<file path="src/rtl/alu_pkg.sv">
// alu_pkg: shared definitions for the ALU control decoder and the execute stage.
// Holds the 4-bit ALU control codes, default datapath widths and the
// execute-stage occupancy state encoding.
package alu_pkg;

  // Default widths for the execute datapath
  localparam int DATA_W_DEF = 32;
  localparam int REG_AW_DEF = 5;

  // ALU control codes produced by alu_control
  localparam logic [3:0] ALU_AND = 4'b0000;
  localparam logic [3:0] ALU_OR  = 4'b0001;
  localparam logic [3:0] ALU_ADD = 4'b0010;
  localparam logic [3:0] ALU_SUB = 4'b0110;

  // Occupancy of the MAIN/SKID pair in the execute stage
  typedef enum logic [1:0] {
    ST_EMPTY = 2'd0,   // MAIN invalid, SKID invalid
    ST_BUSY  = 2'd1,   // MAIN valid,   SKID invalid
    ST_FULL  = 2'd2    // MAIN valid,   SKID valid
  } stage_state_t;

endpackage

</file>
<file path="src/rtl/alu_exec_stage_if.sv">
// alu_exec_stage_if: decode-side and write-back-side handshake bundle for the
// execute stage.
//   in_*  : operation from decode (in_valid/in_ready handshake)
//   out_* : registered result toward memory/write-back (out_valid/out_ready)
// Modports:
//   master : the upstream/downstream environment (drives in_* and out_ready)
//   slave  : the execute stage itself
interface alu_exec_stage_if
  import alu_pkg::*;
#(
  parameter int DATA_W = DATA_W_DEF,
  parameter int REG_AW = REG_AW_DEF
) ();

  logic              in_valid;
  logic              in_ready;
  logic [3:0]        in_alu_ctrl;
  logic [DATA_W-1:0] in_op_a;
  logic [DATA_W-1:0] in_op_b;
  logic [REG_AW-1:0] in_rd;
  logic              in_reg_write;

  logic              out_valid;
  logic              out_ready;
  logic [DATA_W-1:0] out_result;
  logic              out_zero;
  logic [REG_AW-1:0] out_rd;
  logic              out_reg_write;
  logic              out_illegal;

  modport master (
    output in_valid, in_alu_ctrl, in_op_a, in_op_b, in_rd, in_reg_write,
    output out_ready,
    input  in_ready,
    input  out_valid, out_result, out_zero, out_rd, out_reg_write, out_illegal
  );

  modport slave (
    input  in_valid, in_alu_ctrl, in_op_a, in_op_b, in_rd, in_reg_write,
    input  out_ready,
    output in_ready,
    output out_valid, out_result, out_zero, out_rd, out_reg_write, out_illegal
  );

endinterface

</file>
<file path="src/rtl/alu_exec_stage_core.sv">
// alu_core: purely combinational ALU for the execute stage.
//   ctrl    in  4       ALU control code (AND/OR/ADD/SUB)
//   a, b    in  DATA_W  operands
//   result  out DATA_W  ALU result (0 for an unknown code)
//   zero    out 1       result == 0
//   illegal out 1       ctrl is not one of the four legal codes
module alu_core
  import alu_pkg::*;
#(
  parameter int DATA_W = DATA_W_DEF
) (
  input  logic [3:0]        ctrl,
  input  logic [DATA_W-1:0] a,
  input  logic [DATA_W-1:0] b,
  output logic [DATA_W-1:0] result,
  output logic              zero,
  output logic              illegal
);

  // Operation select; ADD/SUB wrap modulo 2^DATA_W with no carry out
  always_comb begin
    result  = {DATA_W{1'b0}};
    illegal = 1'b0;
    case (ctrl)
      ALU_AND: result = a & b;
      ALU_OR:  result = a | b;
      ALU_ADD: result = a + b;
      ALU_SUB: result = a - b;
      default: begin
        result  = {DATA_W{1'b0}};
        illegal = 1'b1;
      end
    endcase
  end

  // Zero flag feeds beq resolution downstream
  always_comb begin
    zero = (result == {DATA_W{1'b0}});
  end

endmodule

</file>
<file path="src/rtl/alu_exec_stage.sv">
// alu_exec_stage: execute stage downstream of the ALU control decoder.
// Computes the ALU operation on the incoming path, then stores the finished
// result in a two-entry MAIN/SKID buffer so downstream backpressure never
// reaches in_ready combinationally.
//   clk    in  1   rising-edge clock
//   rst_n  in  1   synchronous active-low reset (highest priority)
//   flush  in  1   synchronous flush; drops both entries and any same-cycle accept
//   bus    slave   in_* decode handshake and out_* write-back handshake
// The interface instance must use the same DATA_W/REG_AW as this module.
module alu_exec_stage
  import alu_pkg::*;
#(
  parameter int DATA_W = DATA_W_DEF,
  parameter int REG_AW = REG_AW_DEF
) (
  input  logic               clk,
  input  logic               rst_n,
  input  logic               flush,
  alu_exec_stage_if.slave    bus
);

  typedef struct packed {
    logic [DATA_W-1:0] result;
    logic              zero;
    logic              illegal;
    logic [REG_AW-1:0] rd;
    logic              reg_write;
  } entry_t;

  stage_state_t      state_r;
  stage_state_t      state_nx_s;
  entry_t            main_r;
  entry_t            skid_r;
  entry_t            in_entry_s;
  logic              in_ready_r;
  logic              out_valid_r;
  logic              accept_s;
  logic              drain_s;
  logic              ld_main_in_s;
  logic              ld_main_skid_s;
  logic              ld_skid_in_s;
  logic [DATA_W-1:0] core_result_s;
  logic              core_zero_s;
  logic              core_illegal_s;

  alu_core #(.DATA_W(DATA_W)) u_core (
    .ctrl    (bus.in_alu_ctrl),
    .a       (bus.in_op_a),
    .b       (bus.in_op_b),
    .result  (core_result_s),
    .zero    (core_zero_s),
    .illegal (core_illegal_s)
  );

  // Handshake qualifiers; both use only registered ready/valid
  always_comb begin
    accept_s = bus.in_valid & in_ready_r;
    drain_s  = out_valid_r & bus.out_ready;
  end

  // Package the computed op; an illegal code never writes back
  always_comb begin
    in_entry_s.result    = core_result_s;
    in_entry_s.zero      = core_zero_s;
    in_entry_s.illegal   = core_illegal_s;
    in_entry_s.rd        = bus.in_rd;
    in_entry_s.reg_write = bus.in_reg_write & ~core_illegal_s;
  end

  // State register
  always_ff @(posedge clk) begin
    if (!rst_n) begin
      state_r <= ST_EMPTY;
    end else begin
      state_r <= state_nx_s;
    end
  end

  // Next-state logic; flush overrides accept and drain
  always_comb begin
    state_nx_s = state_r;
    if (flush) begin
      state_nx_s = ST_EMPTY;
    end else begin
      case (state_r)
        ST_EMPTY: state_nx_s = accept_s ? ST_BUSY : ST_EMPTY;
        ST_BUSY: begin
          if (accept_s && !drain_s) begin
            state_nx_s = ST_FULL;
          end else if (!accept_s && drain_s) begin
            state_nx_s = ST_EMPTY;
          end else begin
            state_nx_s = ST_BUSY;
          end
        end
        ST_FULL:  state_nx_s = drain_s ? ST_BUSY : ST_FULL;
        default:  state_nx_s = ST_EMPTY;
      endcase
    end
  end

  // Entry load controls derived from state and handshakes
  always_comb begin
    ld_main_in_s   = 1'b0;
    ld_main_skid_s = 1'b0;
    ld_skid_in_s   = 1'b0;
    if (flush) begin
      ld_main_in_s   = 1'b0;
      ld_main_skid_s = 1'b0;
      ld_skid_in_s   = 1'b0;
    end else begin
      case (state_r)
        ST_EMPTY: ld_main_in_s = accept_s;
        ST_BUSY: begin
          // Accept with drain refills MAIN directly: no bubble
          ld_main_in_s = accept_s & drain_s;
          ld_skid_in_s = accept_s & ~drain_s;
        end
        ST_FULL:  ld_main_skid_s = drain_s;
        default: begin
          ld_main_in_s   = 1'b0;
          ld_main_skid_s = 1'b0;
          ld_skid_in_s   = 1'b0;
        end
      endcase
    end
  end

  // Entry storage and registered handshake outputs
  always_ff @(posedge clk) begin
    if (!rst_n) begin
      main_r      <= '0;
      skid_r      <= '0;
      in_ready_r  <= 1'b1;
      out_valid_r <= 1'b0;
    end else begin
      in_ready_r  <= (state_nx_s != ST_FULL);
      out_valid_r <= (state_nx_s != ST_EMPTY);
      if (ld_main_in_s) begin
        main_r <= in_entry_s;
      end else if (ld_main_skid_s) begin
        main_r <= skid_r;
      end
      if (ld_skid_in_s) begin
        skid_r <= in_entry_s;
      end
    end
  end

  assign bus.in_ready      = in_ready_r;
  assign bus.out_valid     = out_valid_r;
  assign bus.out_result    = main_r.result;
  assign bus.out_zero      = main_r.zero;
  assign bus.out_illegal   = main_r.illegal;
  assign bus.out_rd        = main_r.rd;
  assign bus.out_reg_write = main_r.reg_write;

endmodule

</file>
<file path="src/flat_wrapper.sv">
// flat-port wrapper written by rule: the top's interface ports become plain ports
module alu_exec_stage_flat import alu_pkg::*;
#(
  parameter int DATA_W = DATA_W_DEF,
  parameter int REG_AW = REG_AW_DEF
)
  (clk, rst_n, flush, bus_in_valid, bus_in_alu_ctrl, bus_in_op_a, bus_in_op_b, bus_in_rd, bus_in_reg_write, bus_out_ready, bus_in_ready, bus_out_valid, bus_out_result, bus_out_zero, bus_out_rd, bus_out_reg_write, bus_out_illegal);
  alu_exec_stage_if #(.DATA_W(DATA_W), .REG_AW(REG_AW)) bus_i ();
  input  logic clk;
  input  logic rst_n;
  input  logic flush;
  input wire logic [$bits(bus_i.in_valid)-1:0] bus_in_valid;
  input wire logic [$bits(bus_i.in_alu_ctrl)-1:0] bus_in_alu_ctrl;
  input wire logic [$bits(bus_i.in_op_a)-1:0] bus_in_op_a;
  input wire logic [$bits(bus_i.in_op_b)-1:0] bus_in_op_b;
  input wire logic [$bits(bus_i.in_rd)-1:0] bus_in_rd;
  input wire logic [$bits(bus_i.in_reg_write)-1:0] bus_in_reg_write;
  input wire logic [$bits(bus_i.out_ready)-1:0] bus_out_ready;
  output wire logic [$bits(bus_i.in_ready)-1:0] bus_in_ready;
  output wire logic [$bits(bus_i.out_valid)-1:0] bus_out_valid;
  output wire logic [$bits(bus_i.out_result)-1:0] bus_out_result;
  output wire logic [$bits(bus_i.out_zero)-1:0] bus_out_zero;
  output wire logic [$bits(bus_i.out_rd)-1:0] bus_out_rd;
  output wire logic [$bits(bus_i.out_reg_write)-1:0] bus_out_reg_write;
  output wire logic [$bits(bus_i.out_illegal)-1:0] bus_out_illegal;
  assign bus_i.in_valid = bus_in_valid;
  assign bus_i.in_alu_ctrl = bus_in_alu_ctrl;
  assign bus_i.in_op_a = bus_in_op_a;
  assign bus_i.in_op_b = bus_in_op_b;
  assign bus_i.in_rd = bus_in_rd;
  assign bus_i.in_reg_write = bus_in_reg_write;
  assign bus_i.out_ready = bus_out_ready;
  assign bus_in_ready = bus_i.in_ready;
  assign bus_out_valid = bus_i.out_valid;
  assign bus_out_result = bus_i.out_result;
  assign bus_out_zero = bus_i.out_zero;
  assign bus_out_rd = bus_i.out_rd;
  assign bus_out_reg_write = bus_i.out_reg_write;
  assign bus_out_illegal = bus_i.out_illegal;
  alu_exec_stage #(.DATA_W(DATA_W), .REG_AW(REG_AW)) u_core (.clk(clk), .rst_n(rst_n), .flush(flush), .bus(bus_i));
endmodule
</file>
<file path="config.mk">
export PLATFORM = sky130hd
export DESIGN_NAME = alu_exec_stage_flat
export DESIGN_NICKNAME = d
export VERILOG_FILES = /design/src/rtl/alu_pkg.sv /design/src/rtl/alu_exec_stage_if.sv /design/src/rtl/alu_exec_stage_core.sv /design/src/rtl/alu_exec_stage.sv /design/src/flat_wrapper.sv
export SDC_FILE = /design/constraint.sdc
export NUM_CORES = 1
export LEC_CHECK = 0
export ABC_CLOCK_PERIOD_IN_PS = 6800
export CAP_MARGIN = 10
export CELL_PAD_IN_SITES_DETAIL_PLACEMENT = 0
export CELL_PAD_IN_SITES_GLOBAL_PLACEMENT = 1
export CORE_MARGIN = 3
export CORE_UTILIZATION = 39
export CTS_CLUSTER_DIAMETER = 30
export DETAILED_ROUTE_END_ITERATION = 10
export HOLD_SLACK_MARGIN = 0.1
export MAX_ROUTING_LAYER = met4
export PLACE_DENSITY_LB_ADDON = 0.25
export SETUP_SLACK_MARGIN = 0.1
export SYNTH_ARGS = -nofsm -noshare
export SYNTH_HDL_FRONTEND = slang
export SYNTH_SLANG_ARGS = --single-unit
</file>
<file path="constraint.sdc">
create_clock -name clk -period 6.8 [get_ports clk]
set_input_delay 1.02 -clock clk [delete_from_list [all_inputs] [get_ports clk]]
set_output_delay 1.02 -clock clk [all_outputs]
set_load 0.1 [all_outputs]
</file>
### Word level (Yosys, flattened, before mapping)

Cells that the tools add are included.

| cells by class | value |
|---|---|
| add/sub/neg operators | 2 |
| eq/ne operators | 6 |
| mux-type cells | 16 |
| bitwise gates (word level) | 8 |
| reduce and logical (&&, ||, !) cells | 10 |

Operators with widths:

| operator | number |
|---|---|
| $pmux W32 S4 | 1 |
| $mux W40 | 2 |
| $add A32 B32 Y32 | 1 |
| $and A32 B32 Y32 | 1 |
| $logic_not A32 Y1 | 1 |
| $or A32 B32 Y32 | 1 |
| $sub A32 B32 Y32 | 1 |
| $mux W1 | 8 |
| $mux W2 | 3 |
| $pmux W2 S3 | 1 |
| $and A1 B1 Y1 | 5 |
| $eq A4 B1 Y1 const B | 1 |
| $eq A4 B2 Y1 const B | 1 |
| $eq A4 B3 Y1 const B | 1 |
| $logic_not A4 Y1 | 1 |
| $reduce_bool A2 Y1 | 2 |
| $reduce_or A4 Y1 | 1 |
| $eq A2 B1 Y1 const B | 1 |
| $eq A2 B2 Y1 const B | 1 |
| $logic_and A1 B1 Y1 | 2 |
| $logic_not A1 Y1 | 2 |
| $logic_not A2 Y1 | 1 |
| $ne A2 B2 Y1 const B | 1 |
| $pmux W1 S2 | 1 |
| $not A1 Y1 | 1 |

| word-level totals | value |
|---|---|
| flip-flop bits (word level) | 84 |
| bits of input ports | 79 |
| output and inout bits | 42 |
| logic and storage cells | 55 |

### Logic depth before layout (Yosys ltp)

Gate-level depths: netlist (run 1).

| logic depth | value |
|---|---|
| depth after elaboration | 8 |
| mapped depth | 22 |

### Modules after synthesis

Synthesis (run 1) repeated with hierarchy kept, for this count alone.

| unflattened totals | value |
|---|---|
| cells, all modules | 877 |
| area total of the unflattened synthesis | 6737.7 sq um |

Modules (own cells, without submodules):

| module | times used | cells each | area each (sq um) |
|---|---|---|---|
| alu_exec_stage | 1 | 383 | 3455.8 |
| alu_core | 1 | 494 | 3281.9 |

### Least setup slack after synthesis (run 1)

No wires, ideal clock.

| timing | value |
|---|---|
| path type | input-to-reg |
| from | in bus_in_alu_ctrl[0] |
| to | reg u_core.main_r (netlist bit u_core.bus.out_zero) |
| arrival | 5.599 ns |
| setup slack | 1.105 ns |
| cell stages on the path | 20 |
| buffers on the path | 5 |
| cells stage by stage | clkbuf_1 nor3b_1 clkbuf_1 buf_2 clkbuf_1 and2_1 nor2_1 xnor2_1 ha_1 clkbuf_1 a21oi_1 o21ai_0 o21ai_0 o2111ai_1 o21ai_0 a22o_1 nor4_1 nand4_1 or4_4 o41ai_2 |

| between the ends | value |
|---|---|
| word-level cells in the longest chain between the ends | 4 |

Ends and longest elaborated chain:

| element | RTL line | RTL |
|---|---|---|
| from (decl) | flat_wrapper.sv:13 | `input wire logic [$bits(bus_i.in_alu_ctrl)-1:0] bus_in_alu_ctrl;` |
| $eq A4 B3 Y1 (tied with other cells) | alu_exec_stage_core.sv:24 | `case (ctrl)` |
| $pmux W32 S4 (*) | alu_exec_stage_core.sv:24 |  |
| $logic_not A32 Y1 (*) | alu_exec_stage_core.sv:38 | `zero = (result == {DATA_W{1'b0}});` |
| $mux W40 (*) | alu_exec_stage.sv:139 | `if (ld_main_in_s) begin` |
| to (signal assigned) | alu_exec_stage.sv:140 | `main_r <= in_entry_s;` |
| to (signal assigned) | alu_exec_stage.sv:142 | `main_r <= skid_r;` |
| to (decl) | alu_exec_stage.sv:32 | `entry_t main_r;` |

Every way passes the cells marked *; elsewhere a longest branch is shown, timed or not.
A chain may end at the register's enable or synchronous reset.

### Worst setup path in the final report (run 1)

| timing | value |
|---|---|
| from | in bus_in_op_b[0] |
| to | reg u_core.main_r (netlist bit u_core.bus.out_zero) |

| between the ends | value |
|---|---|
| word-level cells in the longest chain between the ends | 4 |

Ends and longest elaborated chain:

| element | RTL line | RTL |
|---|---|---|
| from (decl) | flat_wrapper.sv:15 | `input wire logic [$bits(bus_i.in_op_b)-1:0] bus_in_op_b;` |
| $sub A32 B32 Y32 (tied with other cells) | alu_exec_stage_core.sv:28 | `ALU_SUB: result = a - b;` |
| $pmux W32 S4 (*) | alu_exec_stage_core.sv:24 |  |
| $logic_not A32 Y1 (*) | alu_exec_stage_core.sv:38 |  |
| $mux W40 (*) | alu_exec_stage.sv:139 |  |

Marks and branches as above.

==> reports/qor.txt, run 1 <==
status -> complete, no violations
Final period util -> 91.24%
Fillers -> 1732
Starting Density -> 40.60%
clk_skew -> 5.635 ps
crit-path most repeated cell -> ha_1
H-Tree Level Count -> 3
Peak VDD IR -> 0.0001311 V
core area -> 16880 um2
post-CTS setup repair buffer count -> 0
Mapped Avg Cell Area -> 7.266 um2
Final Non-Filler Cells -> 1252
slowest CP cell -> a311oi_1
Max-Cap Viols -> 0
drt first-iter violations -> 474
fin crit period -> 6204 ps
Clk pin slew, worst setup/hold paths -> 60 ps
drt pass-1 iters -> 5
via count -> 7309
Yosys reg bits -> 84
Total GRT Usage -> 24.10%
CP Data Arrival Time -> 6450 ps
CP cell instances -> clkdlybuf4s50_1 > inv_1 > ha_1 > nand2b_1 > or4_1 > or2_2 > nor4_1 > nand2_1 > o21ai_0 > xor2_1 > ha_1 > buf_4 > nand4_1 > or3_1 > a311oi_1 > o21a_1 > o31ai_1 > nor2_1 > nand3b_1 > or4_4 > o41ai_2
Root Buffer -> clkbuf_16
port buffer count -> 120
DP HPWL -> 17800 um
Final Hold Fails -> 0
endpoints failing setup -> 0
initial antenna violation count -> 0
# nets final -> 1143
Synth warnings -> 0
Clock Sinks -> 84
Leak Pwr -> 3.104 nW
Seq/Total Area, Yosys -> 24.54%
R2R Path End -> u_core.bus.out_result[18]
I/O pins -> 121
DRC -> 0
GP Congestion -> 0.9194
Stages on worst setup path -> 21
asr flop ratio synth -> 0%
vias per inst -> 5.838
CTS tree -> done
largest net degree at the start of global routing -> 46
cts repair resizes -> 0
CP Capture Point -> u_core.bus.out_zero
largest stage delay on the critical path -> 520 ps
CP delay by family, top -> simple AND/OR/NAND/NOR gates
RSZ-0062 raised after global routing -> false
FF-to-FF Start -> u_core.bus.out_valid
setup TNS -> 0 ps
Hold Crit Class -> register to register
Setup CP Type -> input port to register
maximum clock frequency -> 161.2 MHz
final global-route overflow total -> 0
drt wl/cell -> 18.41 um
Place WS -> 242.1 ps
post-placement cell count -> 1236
layout cells sized above 1 -> 5.329%
post-synthesis instance area -> 6852 um2
Die Width -> 138.5 um
R2R setup slack -> 4010 ps
Worst R2R Path Depth -> 10
ys flop type -> dfxtp_1
die footprint -> 19190 um2
clk buf depth -> 2
Critical Path Fanout Max -> 7
pins over their slew limit -> 0
# diodes -> 0
standard-cell rows -> 47
Worst EP required -> 7050 ps
count of different cell masters after synthesis -> 68
Synthesized Nets -> 1059
critical path startpoint -> bus_in_op_b[0]
Buffers & Inverters on Critical Path -> 3
final wirelength -> 23050 um
Worst setup SP type -> input port
Slew headroom -> 30.49%
first-pass GRT wire length -> 36930 um
cells after synthesis -> 943
Skew-Pair Late Insertion Delay -> 340 ps
cts bufs inserted -> 9
area grow syn2layout -> 24.87%
Post-synth EDFFs -> 0
antenna viol nets, final -> 0
Worst Setup End Kind -> register
PwrDens -> 191.6 nW/um2
Least-Margin Pin Slew -> 1043 ps
CTS Hold Bufs -> 0
Worst Setup Slack, final -> 595.6 ps
vias in the first global route -> 6770
die height -> 138.5 um
cell type report:
cell class	instances	area [um2]	share of cell area, %
multi-input combinational	775	4856	56.76
clock inverter	6	96.34	1.126
inverter	15	56.30	0.6581
tap	220	275.3	3.217
timing repair buffer	142	1361	15.91
sequential	84	1682	19.65
clock buffer	10	229.0	2.676
power breakdown:
part,switching (mW),leakage [nW],internal (mW)
combinational,0.380,2.27,0.212
clock,0.206,0.155,0.326
sequential,0.00813,0.681,0.507
synth_stat cells, drive strengths merged (23+ instances only):
cell    number  area (um2)
dfxtp       84        1682
a21oi      102       514.2
ha          36       450.4
maj3        25       250.2
o221ai      23       201.4
nor3        31       155.2
xor2        32       280.3
clkbuf      56       211.5
o21ai       53       265.3
nand2      118       442.9
a211oi      34       255.2
nor2       111       416.7
worst register-to-register path: stages (launching register included):
cell,delay [ps]
dfxtp_1,310
nand2_1,100
inv_1,80
ha_1,190
nand2_1,80
a21o_1,290
a21o_1,860
buf_4,430
a211oi_1,130
a21oi_1,150
nor2_1,50
per-layer routing:
metal | track usage (%) | part of all wire [%] | up-vias
li1 | - | - | 3643
met2 | 36.46 | 44 | 215
met4 | 6.448 | 1.8 | 0
met1 | 34.13 | 49 | 3423
met3 | 2.931 | 4.6 | 28
met5 | - | 0 | -
kinds of logic after synthesis:
family | count (synthesis) | share of synthesized area [%]
flops | 84 | 24.54
compound gates | 314 | 30.20
mux | 3 | 0.4383
fa+ha+maj | 62 | 10.52
simple gates | 348 | 23.17
buf+inv | 84 | 4.985
xor+xnor | 48 | 6.136
how the worst min path moves through the flow:
stage                                         start                         to  cells past startpoint  slack (ps)
after floorplan                    u_core.skid_r[1]           u_core.skid_r[1]                      2         440
after global placement         u_core.bus.out_rd[0]       u_core.bus.out_rd[0]                      2         440
after global routing               u_core.skid_r[1]           u_core.skid_r[1]                      2         470
after detailed placement       u_core.bus.out_rd[4]       u_core.bus.out_rd[4]                      2         440
final                          u_core.bus.out_rd[4]       u_core.bus.out_rd[4]                      2         450
after CTS                 u_core.bus.out_result[27]  u_core.bus.out_result[27]                      2         450
cells in the final DEF (no fill, tap or decap), types with 5 or more instances in the layout:
| master | instances |
|---|---|
| clkdlybuf4s50_1 | 119 |
| nand2_1 | 118 |
| nor2_1 | 109 |
| a21oi_1 | 99 |
| dfxtp_1 | 84 |
| o21ai_0 | 52 |
| ha_1 | 36 |
| a211oi_1 | 34 |
| xor2_1 | 32 |
| nor3_1 | 30 |
| maj3_1 | 25 |
| o221ai_1 | 23 |
| buf_4 | 22 |
| xnor2_1 | 16 |
| nand4_1 | 15 |
| inv_1 | 14 |
| a21o_1 | 13 |
| nand2b_1 | 12 |
| o211ai_1 | 12 |
| o31ai_1 | 12 |
| or3_1 | 10 |
| nand3_1 | 10 |
| clkbuf_16 | 9 |
| nor4_1 | 8 |
| o21a_1 | 7 |
| and3_1 | 7 |
| a22oi_1 | 7 |
| a31oi_1 | 6 |
| a22o_1 | 5 |
flip-flops by register name, summed over array words and instances, names as in the netlist:
register	count
u_core.bus.in_ready	1
u_core.state_r	2
u_core.bus.out_result	32
u_core.bus.out_reg_write	1
u_core.bus.out_valid	1
u_core.bus.out_zero	1
u_core.bus.out_illegal	1
u_core.bus.out_rd	5
u_core.skid_r	40
metrics by stage:
step	hold slack (ps)	cell area (um2)	utilization, %	power (mW)
after floorplan	436.2	6852	-	0.9236
final	449.5	8556	50.69	1.639
after global routing	468.9	8556	50.69	1.723
after global placement	438.2	8230	48.77	1.113
after detailed placement	444.2	8230	48.77	1.110
after CTS	452.6	8556	50.69	1.642
Note: power is estimated with default switching activity, not from simulation.
==> inputs of run 2 (changes only) <==
ABC_CLOCK_PERIOD_IN_PS = 6270   (was 6800)
clock period = 6.27 ns   (was 6.8 ns; I/O delays follow)
==> reports/qor.txt, run 2 (synthesized netlist as in run 1, its figures left out) <==
status -> complete, no violations
fin crit period -> 5899 ps
Max-Cap Viols -> 0
Hold Crit Class -> register to register
vias per inst -> 5.801
setup TNS -> 0 ps
# diodes -> 0
Clock Sinks -> 84
die height -> 138.5 um
Worst Setup End Kind -> register
Clk pin slew, worst setup/hold paths -> 60 ps
Die Width -> 138.5 um
drt wl/cell -> 18.01 um
clk buf depth -> 2
initial antenna violation count -> 0
vias in the first global route -> 6984
Final period util -> 94.08%
# nets final -> 1166
Critical Path Fanout Max -> 6
Least-Margin Pin Slew -> 1176 ps
R2R Path End -> u_core.bus.out_result[17]
largest net degree at the start of global routing -> 60
Worst EP required -> 6520 ps
Finished Core Util -> 51.67%
layout cells sized above 1 -> 7.488%
Leak Pwr -> 3.216 nW
Place WS -> 50.95 ps
Peak VDD IR -> 0.0001283 V
clk_skew -> 9.014 ps
CTS tree -> done
GP Congestion -> 0.9661
H-Tree Level Count -> 3
standard-cell rows -> 47
Final Hold Fails -> 0
port buffer count -> 120
RSZ-0062 raised after global routing -> false
Slew headroom -> 21.51%
Worst Setup Slack, final -> 371.4 ps
core area -> 16880 um2
Area after DPL -> 8403 um2
die footprint -> 19190 um2
CP Data Arrival Time -> 6150 ps
Root Buffer -> clkbuf_16
DP HPWL -> 17640 um
Worst R2R Path Depth -> 9
first-pass GRT wire length -> 36830 um
via count -> 7396
Skew-Pair Late Insertion Delay -> 340 ps
antenna viol nets, final -> 0
PwrDens -> 201.1 nW/um2
R2R setup slack -> 3610 ps
commonest cells after routing, fill and taps aside -> clkdlybuf4s50_1, nand2_1, nor2_1
Starting Density -> 40.60%
endpoints failing setup -> 0
drt first-iter violations -> 697
commonest non-fill, non-tap cell in the layout -> clkdlybuf4s50_1
Hold Startpoint -> u_core.bus.out_result[24]
I/O pins -> 121
Setup CP Type -> input port to register
worst min-delay path endpoint -> u_core.bus.out_result[24]
pins over their slew limit -> 0
CTS Hold Bufs -> 0
post-route cell area -> 8721 um2
max reg flops -> 40
cts bufs inserted -> 9
DRC -> 0
Total GRT Usage -> 23.83%
drt pass-1 iters -> 5
most flop-heavy register -> u_core.skid_r
final global-route overflow total -> 0
Worst setup SP type -> input port
Worst Hold Path Cells -> 2
area grow syn2layout -> 27.28%
final wirelength -> 22960 um
maximum clock frequency -> 169.5 MHz
FF-to-FF Start -> u_core.bus.in_ready
## run 2: changes by cell type in the layout (fill, tap and decap cells not counted)
cell and change:
buf_4 +23, bufinv_16 -1, clkbuf_1 +1, clkbuf_8 +1, clkinvlp_4 -1, inv_6 +1, inv_8 -1, o41ai_1 -2
o41ai_2 +2
## run 2: power by group
| part | internal [mW] | switching, mW |
|---|---|---|
| sequential | 0.550 | 0.00877 |
| clock | 0.323 | 0.215 |
| combinational | 0.244 | 0.412 |
## run 2: worst max-delay path by stage
stage                             from                   to  slack, ps  depth (start not counted)
global route            bus_in_op_b[0]  u_core.bus.out_zero        150                         22
global placement        bus_in_op_b[0]  u_core.bus.out_zero         60                         22
floorplan           bus_in_alu_ctrl[0]  u_core.bus.out_zero        650                         20
detailed placement      bus_in_op_b[1]  u_core.bus.out_zero         50                         20
CTS                     bus_in_op_b[1]  u_core.bus.out_zero        400                         20
finish                  bus_in_op_b[1]  u_core.bus.out_zero        370                         21
## run 2: repair_timing
item,in CTS,in global routing
resized for setup,0,2
buffers inserted,0,0
setup endpoints to repair,0,1
## run 2: layout make-up
| class | instances | area (um2) |
|---|---|---|
| repair buffers | 165 | 1534 |
| well taps | 220 | 275.3 |
| inverters | 15 | 56.30 |
| multi-input cells | 775 | 4871 |
| fillers | 1741 | 8157 |
| clock buffers | 12 | 246.5 |
| flip-flops and latches | 84 | 1682 |
| clock inverters | 4 | 56.30 |
## run 2: per-stage QoR
step / hold WS (ps) / power (mW) / cells
finish: 448.9 / 1.754 / 1275
CTS: 452.7 / 1.765 / 1275
floorplan: 436.2 / 1.002 / 943
global route: 471.3 / 1.851 / 1275
global placement: 438.7 / 1.223 / 1259
detailed placement: 443.3 / 1.219 / 1259
## run 2: worst max-delay path, cell delays in order
cell and delay, ps:
clkdlybuf4s50_1 470, inv_1 100, ha_1 170, nand2b_1 70, or4_1 440, or2_2 350
buf_4 180, o31ai_1 260, xor2_1 180, ha_1 320, buf_4 180, and2_1 130
a31oi_1 240, o211a_1 290, nand3_1 120, a31oi_1 340, xnor2_1 100, a22oi_1 300
nand4_1 130, or4_4 560, o41ai_2 260
## run 2: routing by layer
layer | global-route usage [%] | part of all wire [%]
met1 | 32.92 | 47
met2 | 36.69 | 44
met3 | 2.552 | 6.5
met4 | 7.540 | 2.2
met5 | - | 0
==> inputs of run 3 (changes only) <==
SETUP_SLACK_MARGIN = default   (was 0.1)
==> reports/qor.txt, run 3 (synthesized netlist as in run 1, its figures left out) <==
core area -> 16880 um2
drt wl/cell -> 18.04 um
Starting Density -> 40.60%
antenna viol nets, final -> 0
die footprint -> 19190 um2
Worst Hold Path Cells -> 2
commonest non-fill, non-tap cell in the layout -> clkdlybuf4s50_1
Clock Sinks -> 84
layout cells sized above 1 -> 7.299%
drt pass-1 iters -> 5
drt first-iter violations -> 649
post-placement cell count -> 1259
CP Data Arrival Time -> 6250 ps
Root Buffer -> clkbuf_16
CP cell instances -> clkdlybuf4s50_1 > inv_1 > ha_1 > nand2b_1 > or4_1 > or2_2 > buf_4 > o41ai_1 > xor2_1 > ha_1 > a21o_1 > a31oi_1 > o211a_1 > nand3_1 > a31oi_1 > xnor2_1 > a22oi_1 > nand4_1 > or4_4 > o41ai_2
largest net degree at the start of global routing -> 60
setup TNS -> 0 ps
Place WS -> 50.95 ps
Hold Startpoint -> u_core.bus.out_result[24]
H-Tree Level Count -> 3
first-pass GRT wire length -> 36830 um
Critical Path Fanout Max -> 6
Leak Pwr -> 3.204 nW
Worst setup SP type -> input port
R2R Path End -> u_core.bus.out_result[17]
# nets final -> 1166
Skew-Pair Late Insertion Delay -> 340 ps
PwrDens -> 201.5 nW/um2
most flop-heavy register -> u_core.skid_r
CTS tree -> done
commonest cells after routing, fill and taps aside -> clkdlybuf4s50_1, nand2_1, nor2_1
Worst Setup Slack, final -> 267.0 ps
status -> complete, no violations
R2R setup slack -> 3600 ps
fin crit period -> 6003 ps
Hold Crit Class -> register to register
Final period util -> 95.74%
DP HPWL -> 17640 um
Final Hold Fails -> 0
clk_skew -> 8.575 ps
FF-to-FF Start -> u_core.bus.in_ready
cts repair resizes -> 0
post-CTS setup repair buffer count -> 0
via count -> 7399
worst min-delay path endpoint -> u_core.bus.out_result[24]
die height -> 138.5 um
maximum clock frequency -> 166.6 MHz
I/O pins -> 121
Worst R2R Path Depth -> 9
Worst Setup End Kind -> register
Max-Cap Viols -> 0
Fillers -> 1745
slowest CP cell -> or4_4
largest stage delay on the critical path -> 560 ps
Slew headroom -> 20.72%
final global-route overflow total -> 0
vias in the first global route -> 6984
endpoints failing setup -> 0
DRC -> 0
initial antenna violation count -> 0
# diodes -> 0
Clk pin slew, worst setup/hold paths -> 60 ps
Total GRT Usage -> 23.83%
Die Width -> 138.5 um
Least-Margin Pin Slew -> 1188 ps
Worst EP required -> 6520 ps
area grow syn2layout -> 27.06%
port buffer count -> 120
Final Power -> 1.754 mW
max reg flops -> 40
Final Non-Filler Cells -> 1275
final wirelength -> 23000 um
pins over their slew limit -> 0
Peak VDD IR -> 0.0001281 V
standard-cell rows -> 47
Finished Core Util -> 51.58%
GP Congestion -> 0.9661
clk buf depth -> 2
cts bufs inserted -> 9
CTS Hold Bufs -> 0
vias per inst -> 5.803
RSZ-0062 raised after global routing -> false
Setup CP Type -> input port to register
-- run 3: cell counts in the layout (fill, tap and decap cells not counted) --
Identical to the previous run, type by type.
-- run 3: routing by layer --
layer	part of all wire, %	wire length [um]	track usage (%)	vias up
met2	44	10170	36.69	283
li1	-	-	-	3674
met3	6.2	1420	2.552	33
met1	47	10890	32.92	3409
met4	2.3	521	7.540	0
met5	0	0	-	-
-- run 3: final cells by class --
| type | count | area [um2] | area share (%) |
|---|---|---|---|
| clock buffers | 12 | 246.5 | 2.831 |
| clock inverters | 4 | 56.30 | 0.6467 |
| inverters | 15 | 56.30 | 0.6467 |
| multi-input cells | 775 | 4856 | 55.78 |
| flip-flops and latches | 84 | 1682 | 19.32 |
| well taps | 220 | 275.3 | 3.162 |
| repair buffers | 165 | 1534 | 17.62 |
-- run 3: how the worst max path moves through the flow --
| stage | from | to | slack (ps) | depth (start not counted) |
|---|---|---|---|---|
| 2_1_floorplan | bus_in_alu_ctrl[0] | u_core.bus.out_zero | 650 | 20 |
| 5_1_grt | bus_in_op_b[0] | u_core.bus.out_zero | 50 | 22 |
| 6_report | bus_in_op_b[1] | u_core.bus.out_zero | 270 | 20 |
| 4_1_cts | bus_in_op_b[1] | u_core.bus.out_zero | 400 | 20 |
| 3_3_place_gp | bus_in_op_b[0] | u_core.bus.out_zero | 60 | 22 |
| 3_5_place_dp | bus_in_op_b[1] | u_core.bus.out_zero | 50 | 20 |
-- run 3: power by group --
part           switching, mW  internal, mW
clock network          0.216         0.323
logic                  0.413         0.244
registers            0.00874         0.550
total                  0.637          1.12
-- run 3: worst max-delay path, delay by kind of cell --
kind	cells	cell delay [ps]
adder cells (fa/ha/maj)	2	570
AND/OR/NAND/NOR	6	1660
AO/OA/AOI/OAI	7	2070
XOR/XNOR	2	220
buffers and inverters	3	750
-- run 3: per-stage QoR --
stage	hold slack, ps	cell area, um2
after floorplan	436.2	6852
after global placement	438.7	8403
after detailed placement	443.3	8403
after CTS	452.7	8706
after global routing	471.3	8706
final	449.0	8706
